File: src/rtl/sample_writer_pkg.sv
// Shared definitions for the capture FIFO: state encoding and pointer helpers
// used by both the write and read pointer stages.
package sample_writer_pkg;

  typedef enum logic [1:0] {
    ST_IDLE    = 2'd0,
    ST_ARMED   = 2'd1,
    ST_CAPTURE = 2'd2,
    ST_DONE    = 2'd3
  } state_t;

  localparam int unsigned PTR_MAX_W = 16;
  typedef logic [PTR_MAX_W-1:0] ptr_t;

  // Binary +1 wrapping at 2^aw; pointers narrower than PTR_MAX_W are zero-extended.
  function automatic ptr_t ptr_inc(input ptr_t p, input int unsigned aw);
    ptr_t mask;
    mask = (aw >= PTR_MAX_W) ? '1 : ((ptr_t'(1) << aw) - ptr_t'(1));
    return (p + ptr_t'(1)) & mask;
  endfunction

  // One slot stays unused so equal pointers always mean empty.
  function automatic logic fifo_full(input ptr_t wp, input ptr_t rp, input int unsigned aw);
    return ptr_inc(wp, aw) == rp;
  endfunction

endpackage

File: src/rtl/sample_writer_trig_detect.sv
// Level-crossing trigger: remembers the previous armed sample and flags a crossing
// between it and the current one.
module sample_writer_trig_detect #(
  parameter int DATA_SIZE = 8
) (
  input  logic                 clk,
  input  logic                 rst_n,
  input  logic [DATA_SIZE-1:0] sample,
  input  logic                 valid,
  input  logic                 track,
  input  logic                 clear,
  input  logic [DATA_SIZE-1:0] level,
  input  logic                 rising,
  output logic                 hit
);

  logic [DATA_SIZE-1:0] prev;
  logic                 prev_valid;
  logic                 crossing;

  always_ff @(posedge clk or negedge rst_n) begin
    if (!rst_n) begin
      prev       <= '0;
      prev_valid <= 1'b0;
    end else if (clear) begin
      prev_valid <= 1'b0;
    end else if (track && valid) begin
      prev       <= sample;
      prev_valid <= 1'b1;
    end
  end

  always_comb begin
    crossing = rising ? (prev < level && sample >= level)
                      : (prev > level && sample <= level);
    hit      = valid && prev_valid && crossing;
  end

endmodule

File: src/rtl/sample_writer.sv
// Write side of the capture FIFO: arms, waits for a level-crossing trigger, then
// writes a fixed-length burst and publishes the committed write pointer.
module sample_writer
  import sample_writer_pkg::*;
#(
  parameter int ADDR_SIZE   = 8,
  parameter int DATA_SIZE   = 8,
  parameter int CAPTURE_LEN = 200
) (
  input  logic                 clk_i,
  input  logic                 rst_i,
  input  logic [DATA_SIZE-1:0] sample_i,
  input  logic                 sample_valid_i,
  input  logic                 arm_i,
  input  logic [DATA_SIZE-1:0] trig_level_i,
  input  logic                 trig_rising_i,
  input  logic [ADDR_SIZE-1:0] rr_ptr_2_i,
  output logic                 we_o,
  output logic [ADDR_SIZE-1:0] addr_o,
  output logic [DATA_SIZE-1:0] wdata_o,
  output logic [ADDR_SIZE-1:0] ptr_o,
  output logic                 fifo_full_o,
  output logic                 busy_o,
  output logic                 done_o,
  output logic                 overflow_o
);

  state_t               state, state_nxt;
  logic [ADDR_SIZE-1:0] wa, wa_inc;
  logic [15:0]          count, count_nxt;
  logic                 trig_hit, accept, rearm;

  // arm restarts the search in ARMED, so it blocks a trigger in the same cycle
  assign rearm = arm_i && (state != ST_CAPTURE);

  sample_writer_trig_detect #(.DATA_SIZE(DATA_SIZE)) u_trig (
    .clk    (clk_i),
    .rst_n  (rst_i),
    .sample (sample_i),
    .valid  (sample_valid_i),
    .track  (state == ST_ARMED),
    .clear  (rearm),
    .level  (trig_level_i),
    .rising (trig_rising_i),
    .hit    (trig_hit)
  );

  assign fifo_full_o = fifo_full(ptr_t'(wa), ptr_t'(rr_ptr_2_i), ADDR_SIZE);
  assign wa_inc      = ADDR_SIZE'(ptr_inc(ptr_t'(wa), ADDR_SIZE));
  assign busy_o      = (state == ST_ARMED) || (state == ST_CAPTURE);
  assign done_o      = (state == ST_DONE);

  always_comb begin
    state_nxt = state;
    count_nxt = count;
    accept    = 1'b0;
    case (state)
      ST_IDLE: if (arm_i) state_nxt = ST_ARMED;
      ST_ARMED: begin
        if (!arm_i && trig_hit) begin
          accept    = 1'b1;
          count_nxt = 16'd1;
          state_nxt = (CAPTURE_LEN == 1) ? ST_DONE : ST_CAPTURE;
        end
      end
      ST_CAPTURE: begin
        if (sample_valid_i) begin
          accept    = 1'b1;
          count_nxt = count + 16'd1;
          if (count_nxt == 16'(CAPTURE_LEN)) state_nxt = ST_DONE;
        end
      end
      ST_DONE: if (arm_i) state_nxt = ST_ARMED;
      default: state_nxt = ST_IDLE;
    endcase
  end

  always_ff @(posedge clk_i or negedge rst_i) begin
    if (!rst_i) begin
      state      <= ST_IDLE;
      count      <= '0;
      wa         <= '0;
      ptr_o      <= '0;
      addr_o     <= '0;
      wdata_o    <= '0;
      we_o       <= 1'b0;
      overflow_o <= 1'b0;
    end else begin
      state <= state_nxt;
      count <= count_nxt;
      ptr_o <= wa;
      we_o  <= accept && !fifo_full_o;
      if (accept && !fifo_full_o) begin
        addr_o  <= wa;
        wdata_o <= sample_i;
        wa      <= wa_inc;
      end
      // dropped samples still count toward the burst, keeping length fixed in time
      if (rearm)                      overflow_o <= 1'b0;
      else if (accept && fifo_full_o) overflow_o <= 1'b1;
    end
  end

endmodule

File: config.mk
export PLATFORM = sky130hd
export DESIGN_NAME = sample_writer
export DESIGN_NICKNAME = d
export VERILOG_FILES = /design/src/rtl/sample_writer_pkg.sv /design/src/rtl/sample_writer_trig_detect.sv /design/src/rtl/sample_writer.sv
export SDC_FILE = /design/constraint.sdc
export NUM_CORES = 1
export LEC_CHECK = 0
export CORE_MARGIN = 2
export CORE_UTILIZATION = 40
export CTS_CLUSTER_DIAMETER = 50
export DETAILED_ROUTE_END_ITERATION = 6
export GPL_TIMING_DRIVEN = 0
export PLACE_DENSITY = 0.6
export SYNTH_ARGS = -nofsm -noshare
export SYNTH_HDL_FRONTEND = slang
export SYNTH_SLANG_ARGS = --single-unit
File: constraint.sdc
create_clock -name clk_i -period 4.7 [get_ports clk_i]
set_input_delay 0.47 -clock clk_i [delete_from_list [all_inputs] [get_ports clk_i]]
set_output_delay 0.47 -clock clk_i [all_outputs]
set_load 0.05 [all_outputs]
==> results of run 1 <==
placed cells by master, fill, tap and decap left out, drive strengths merged, types with 7 or more instances in the layout:
master | netlist | routed
a21oi | 15 | 15
buf | 11 | 12
clkbuf | 4 | 13
clkdlybuf4s50 | 0 | 56
dfrtp | 61 | 61
ha | 21 | 21
inv | 20 | 24
mux2 | 24 | 24
nand2 | 26 | 26
nand3 | 15 | 15
nor2 | 19 | 19
nor3 | 10 | 10
nor4 | 7 | 7
o21ai | 21 | 21
o31ai | 14 | 14
xnor2 | 7 | 7
xor2 | 8 | 8
worst max-delay path: cells and delay by family (launching register included):
kind / cells / cell delay, ps
flip-flops: 1 / 490
AND/OR/NAND/NOR: 2 / 480
buffers and inverters: 2 / 970
adder cells (fa/ha/maj): 1 / 250
AO/OA/AOI/OAI: 3 / 530
through the flow:
step / worst slack (ps) / std cells / hold slack [ps] / cell area, µm² / total power (W)
floorplan: 2062 / 359 / 174.4 / 3630 / 0.001020
global placement: 1117 / 524 / 359.2 / 4335 / 0.001196
detailed placement: 1271 / 524 / 358.9 / 4333 / 0.001202
CTS: 1144 / 540 / 224.1 / 4534 / 0.001697
global route: 1013 / 540 / 260.5 / 4534 / 0.001772
finish: 1167 / 540 / 196.2 / 4534 / 0.001675
final cells by class:
class	instances	area share
repair buffers	57	0.1253
flip-flops and latches	61	0.3366
multi-input cells	263	0.4274
clock inverters	7	0.01711
clock buffers	9	0.02732
inverters	20	0.01656
well taps	108	0.02980
plain buffers	15	0.01987
cells by family (layout without fill, tap and decap cells):
family	Yosys count	after routing	synth area share
compound gates	92	92	0.1755
simple gates	108	108	0.1589
fa+ha+maj	21	21	0.07239
xor+xnor	15	15	0.03620
buf+inv	35	108	0.04550
flops	61	61	0.4205
mux	27	27	0.09100
power by group:
group          internal (W)  leakage [nW]  switching [W]  total (W)
Clock              0.000251         0.101       0.000233   0.000484
Sequential         0.000599         0.809      0.0000430   0.000642
Combinational      0.000220          1.01       0.000328   0.000548
per-layer routing:
metal | vias up | GRT usage | wire length [µm]
met5 | - | 0 | 0
li1 | 1469 | - | -
met2 | 68 | 0.2599 | 3558
met4 | 0 | 0.04742 | 72
met3 | 6 | 0.03233 | 329
met1 | 1408 | 0.2532 | 4173
path summary, 6_finish.rpt:
kind                                          to  slack, ps
max                                  fifo_full_o       1170
min                        addr_o[2]$_DFFE_PN0P_        200
max reg2reg                addr_o[7]$_DFFE_PN0P_       1910
min reg2reg                   ptr_o[5]$_DFF_PN0_        380
max in group asynchronous   state[1]$_DFFE_PN0P_       3970
min in group clk_i            ptr_o[5]$_DFF_PN0_        380
sequential cells by signal, indices dropped and copies added (netlist names), 2 cells and up:
signal       flops
count           16
addr_o           8
ptr_o            8
u_trig.prev      8
wa               8
wdata_o          8
state            2
==> impl_metrics.env, run 1 <==
export IMPL_status="finished clean"
export IMPL_grt_max_degree=62
export IMPL_antenna_found_initial=0
export IMPL_core_um2=8763
export IMPL_fp_dieArea_um2=9853
export IMPL_drtPass1Iterations=5
export IMPL_fillers=813
export IMPL_portBuffers=57
export IMPL_syn_nets=409
export IMPL_cts_resized=0
export IMPL_cts_tree="done"
export IMPL_avgSynthCellArea_um2=10.11
export IMPL_path_cells="ha_1 > nand3_1 > or2_2 > o21a_1 > a21oi_1 > o2111a_1 > buf_6 > clkdlybuf4s50_1"
export IMPL_synth_edff_count=0
export IMPL_layout_nets=477
export IMPL_yosys_top_cells_count="61 x dfrtp_1, 26 x nand2_1, 21 x ha_1, 21 x o21ai_0, 20 x inv_1"
export IMPL_row_count=34
export IMPL_rsz0062_at_grt="no"
export IMPL_pin_count=58
export IMPL_cts_root_buf="clkbuf_8"
export IMPL_max_freq_mhz=283.0
export IMPL_layout_drive_gt1_share=0.1389
export IMPL_worst_path_max_delay_cell="clkdlybuf4s50_1"
export IMPL_post_drt_via_cell_ratio=5.465
export IMPL_clkSinkCount=61
export IMPL_grt_pass1_vias=2787
export IMPL_reg2regPathDepth=9
export IMPL_initial_core_util=0.4142
export IMPL_via_count=2951
export IMPL_yosysMostFrequentCell="dfrtp_1"
export IMPL_cts_setup_buffers=0
export IMPL_grt_pass1_wl_um=13740
export IMPL_crit_path_start="wa[0]$_DFFE_PN0P_"
export IMPL_crit_fanout=9
export IMPL_skew_ps=18.86
export IMPL_fin_crit_ps=3533
export IMPL_die_x_um=99.26
export IMPL_grt_use_total=0.1720
export IMPL_finalSetupViolCount=0
export IMPL_async_reset_ff_frac=1.000
export IMPL_powerDensity_nw_per_um2=369.3
export IMPL_fin_setup_tns_ps=0
export IMPL_yosysTopAreaCellShare=0.4205
export IMPL_cellLeakagePower_nw=1.922
export IMPL_routabilityCongestion=0.8867
export IMPL_peakVddDrop_uv=321.0
export IMPL_antenna_left=0
export IMPL_synth_distinct_cells=57
export IMPL_multi_input_area_um2=1938
export IMPL_cts_hold_buffers=0
export IMPL_diodes=0
export IMPL_synth_ff_type="dfrtp_1"
export IMPL_slowest_delay_ps=810
export IMPL_ys_seq_elements=61
export IMPL_wl_per_cell_um=15.06
export IMPL_drt_initial_drc_count=174
export IMPL_maxSlewHeadroom=0.4831
export IMPL_r2r_start="u_trig.prev[2]$_DFFE_PN0P_"
export IMPL_max_slew_worst_pin_slew_ps=775.4
export IMPL_hp_class="in2async"
export IMPL_area_delta_synth_final_pct=24.92
export IMPL_fin_crit_sh=0.7518
export IMPL_cts_max_level=3
export IMPL_ff_latch_area_um2=1526
export IMPL_hpwl_um=5858
export IMPL_critical_path_class="reg2out"
export IMPL_hold_violations=0
export IMPL_clock_latency_ps=340
export IMPL_start_kind="flip-flop"
export IMPL_clockBufferDepth=2
export IMPL_ys_seq_area_frac=0.4205
export IMPL_maxCapViolCount=0
export IMPL_final_util=0.5174
export IMPL_drc=0
export IMPL_fp_dieH_um=99.26
export IMPL_cts_buffers_inserted=9
export IMPL_drt_wl_total_um=8133
export IMPL_end_kind="output port"
export IMPL_slew_viol_final=0
export IMPL_syn_inst=359
export IMPL_yosys_area_top_type="dfrtp_1"
export IMPL_ys_top_cells_by_area="dfrtp_1 42%, ha_1 7.2%, mux2_2 5.0%"
export IMPL_grt_overflow_total=0
export IMPL_netlist_area_um2=3630
export IMPL_clk_pin_slew_worst_paths_ps=90
export IMPL_cp_required_ps=4230
export IMPL_arrival_ps=3060
export IMPL_yosys_warnings=0
Note: power is estimated with default switching activity, not from simulation.
==> run 2: changes to the inputs <==
Settings changed: PLACE_DENSITY 0.6 to 0.62.
Clock period 4.7 ns to 2.9 ns, I/O delays scaled along.
==> run 2 against run 1 <==
Against the previous run: clock power is 80% higher; design area is 2.4% higher; hold slack better by 190 ps; die area stayed put; final cell count is 0.93% higher; sequential power is 62% higher; global-route usage is 0.84 points higher; largest cell class unchanged.
==> impl_metrics.env, run 2 (synthesis results as in run 1) <==
export IMPL_pin_count=58
export IMPL_clk_pin_slew_worst_paths_ps=80
export IMPL_critical_path_class="reg2out"
export IMPL_grt_pass1_vias=2960
export IMPL_clkSinkCount=61
export IMPL_crit_fanout=9
export IMPL_fp_dieArea_um2=9853
export IMPL_portBuffers=57
export IMPL_grt_pass1_wl_um=14450
export IMPL_largest_reg_flops=16
export IMPL_powerDensity_nw_per_um2=608.6
export IMPL_maxCapViolCount=0
export IMPL_max_slew_worst_pin_slew_ps=790.7
export IMPL_arrival_ps=2500
export IMPL_core_um2=8763
export IMPL_hpwl_um=6208
export IMPL_clock_latency_ps=350
export IMPL_worst_hold_slack_ps=382.9
export IMPL_cp_required_ps=2610
export IMPL_cts_max_level=3
export IMPL_via_count=3031
export IMPL_initial_core_util=0.4142
export IMPL_grt_overflow_total=0
export IMPL_fin_crit_ps=2786
export IMPL_die_x_um=99.26
export IMPL_cts_buffers_inserted=9
export IMPL_maxSlewHeadroom=0.4709
export IMPL_layout_nets=482
export IMPL_drtPass1Iterations=4
export IMPL_hp_class="reg2reg"
export IMPL_dp_cells=526
export IMPL_r2r_start="wa[0]$_DFFE_PN0P_"
export IMPL_mostFrequentLayoutCell="dfrtp_1"
export IMPL_wl_per_cell_um=15.41
export IMPL_max_freq_mhz=359.0
export IMPL_start_kind="flip-flop"
export IMPL_crit_path_start="wa[0]$_DFFE_PN0P_"
export IMPL_end_kind="output port"
export IMPL_post_drt_via_cell_ratio=5.561
export IMPL_final_cell_mix="61 x dfrtp_1, 55 x clkdlybuf4s50_1, 26 x nand2_1, 21 x o21ai_0, 21 x ha_1"
export IMPL_antenna_left=0
export IMPL_cellLeakagePower_nw=1.970
export IMPL_layout_drive_gt1_share=0.1579
export IMPL_cts_root_buf="clkbuf_8"
export IMPL_row_count=34
export IMPL_fp_dieH_um=99.26
export IMPL_slew_viol_final=0
export IMPL_skew_ps=14.97
export IMPL_min_from="wa[5]$_DFFE_PN0P_"
export IMPL_hold_violations=0
export IMPL_dpl_cell_area_um2=4378
export IMPL_largest_register="count"
export IMPL_fin_crit_sh=0.9606
export IMPL_layoutNonFillerInstCount=545
export IMPL_status="finished clean"
export IMPL_finalSetupViolCount=0
export IMPL_antenna_found_initial=0
export IMPL_clockBufferDepth=2
export IMPL_diodes=0
export IMPL_peakVddDrop_uv=416.5
export IMPL_routabilityCongestion=0.8360
export IMPL_final_area_um2=4643
export IMPL_cts_tree="done"
export IMPL_fillers=821
export IMPL_grt_use_total=0.1804
export IMPL_drt_wl_total_um=8401
export IMPL_rsz0062_at_grt="no"
export IMPL_drt_initial_drc_count=160
export IMPL_drc=0
export IMPL_grt_max_degree=26
export IMPL_area_delta_synth_final_pct=27.92
==> run 2: report_power, final <==
part / leakage (nW) / internal (W) / total (W) / switching [W]
combinational: 1.05 / 0.000373 / 0.000912 / 0.000540
clock: 0.112 / 0.000506 / 0.000870 / 0.000364
sequential: 0.809 / 0.000971 / 0.00104 / 0.0000729
==> run 2: what timing repair did <==
item | 4_1_cts | 5_1_grt
hold endpoints to repair | 15 | 0
hold buffers | 1 | 0
setup endpoints to repair | 1 | 27
cloned | 0 | 0
pin swaps | 0 | 2
gates resized for setup | 5 | 7
setup buffers | 0 | 2
==> run 2: cell type report <==
type | instances | area, µm² | share of cell area
plain buffers | 15 | 93.84 | 0.02021
clock buffers | 10 | 137.6 | 0.02964
clock inverters | 6 | 86.33 | 0.01859
inverters | 20 | 75.07 | 0.01617
multi-input cells | 263 | 1953 | 0.4206
flip-flops and latches | 61 | 1526 | 0.3288
well taps | 108 | 135.1 | 0.02910
repair buffers | 62 | 635.6 | 0.1369
==> run 2: path summary, 6_finish.rpt <==
check | slack, ps | cells past startpoint | endpoint
min | 380 | 0 | ptr_o[5]$_DFF_PN0_
max reg2reg | 200 | 10 | addr_o[3]$_DFFE_PN0P_
min reg2reg | 380 | 0 | ptr_o[5]$_DFF_PN0_
max in group asynchronous | 1830 | 4 | wdata_o[3]$_DFFE_PN0P_
min in group asynchronous | 400 | 2 | we_o$_DFF_PN0_
max | 110 | 8 | fifo_full_o
==> run 2: metal layers <==
layer | GRT usage | wire (µm) | up-vias
met5 | 0 | 0 | -
met4 | 0.06744 | 155 | 0
met3 | 0.02952 | 356 | 13
met2 | 0.2879 | 3954 | 64
met1 | 0.2476 | 3935 | 1480
li1 | - | - | 1474
==> run 2: per-stage QoR <==
stage / TNS [ps] / util / worst slack [ps] / power [W]
2_1_floorplan: 0 / - / 425.5 / 0.001653
3_3_place_gp: -36160 / 0.4947 / -484.6 / 0.001934
3_5_place_dp: -7626 / 0.4996 / -335.4 / 0.001955
4_1_cts: 0 / 0.5257 / 21.98 / 0.002837
5_1_grt: 0 / 0.5298 / 5.890 / 0.002984
6_report: 0 / 0.5298 / 114.2 / 0.002826
==> run 2: critical path, stage by stage (launching register included) <==
cell	delay [ps]
dfrtp_1	500
ha_1	250
nand3_1	150
or2_2	340
o21a_1	170
a21oi_1	130
o2111a_1	190
buf_6	160
clkbuf_4	250
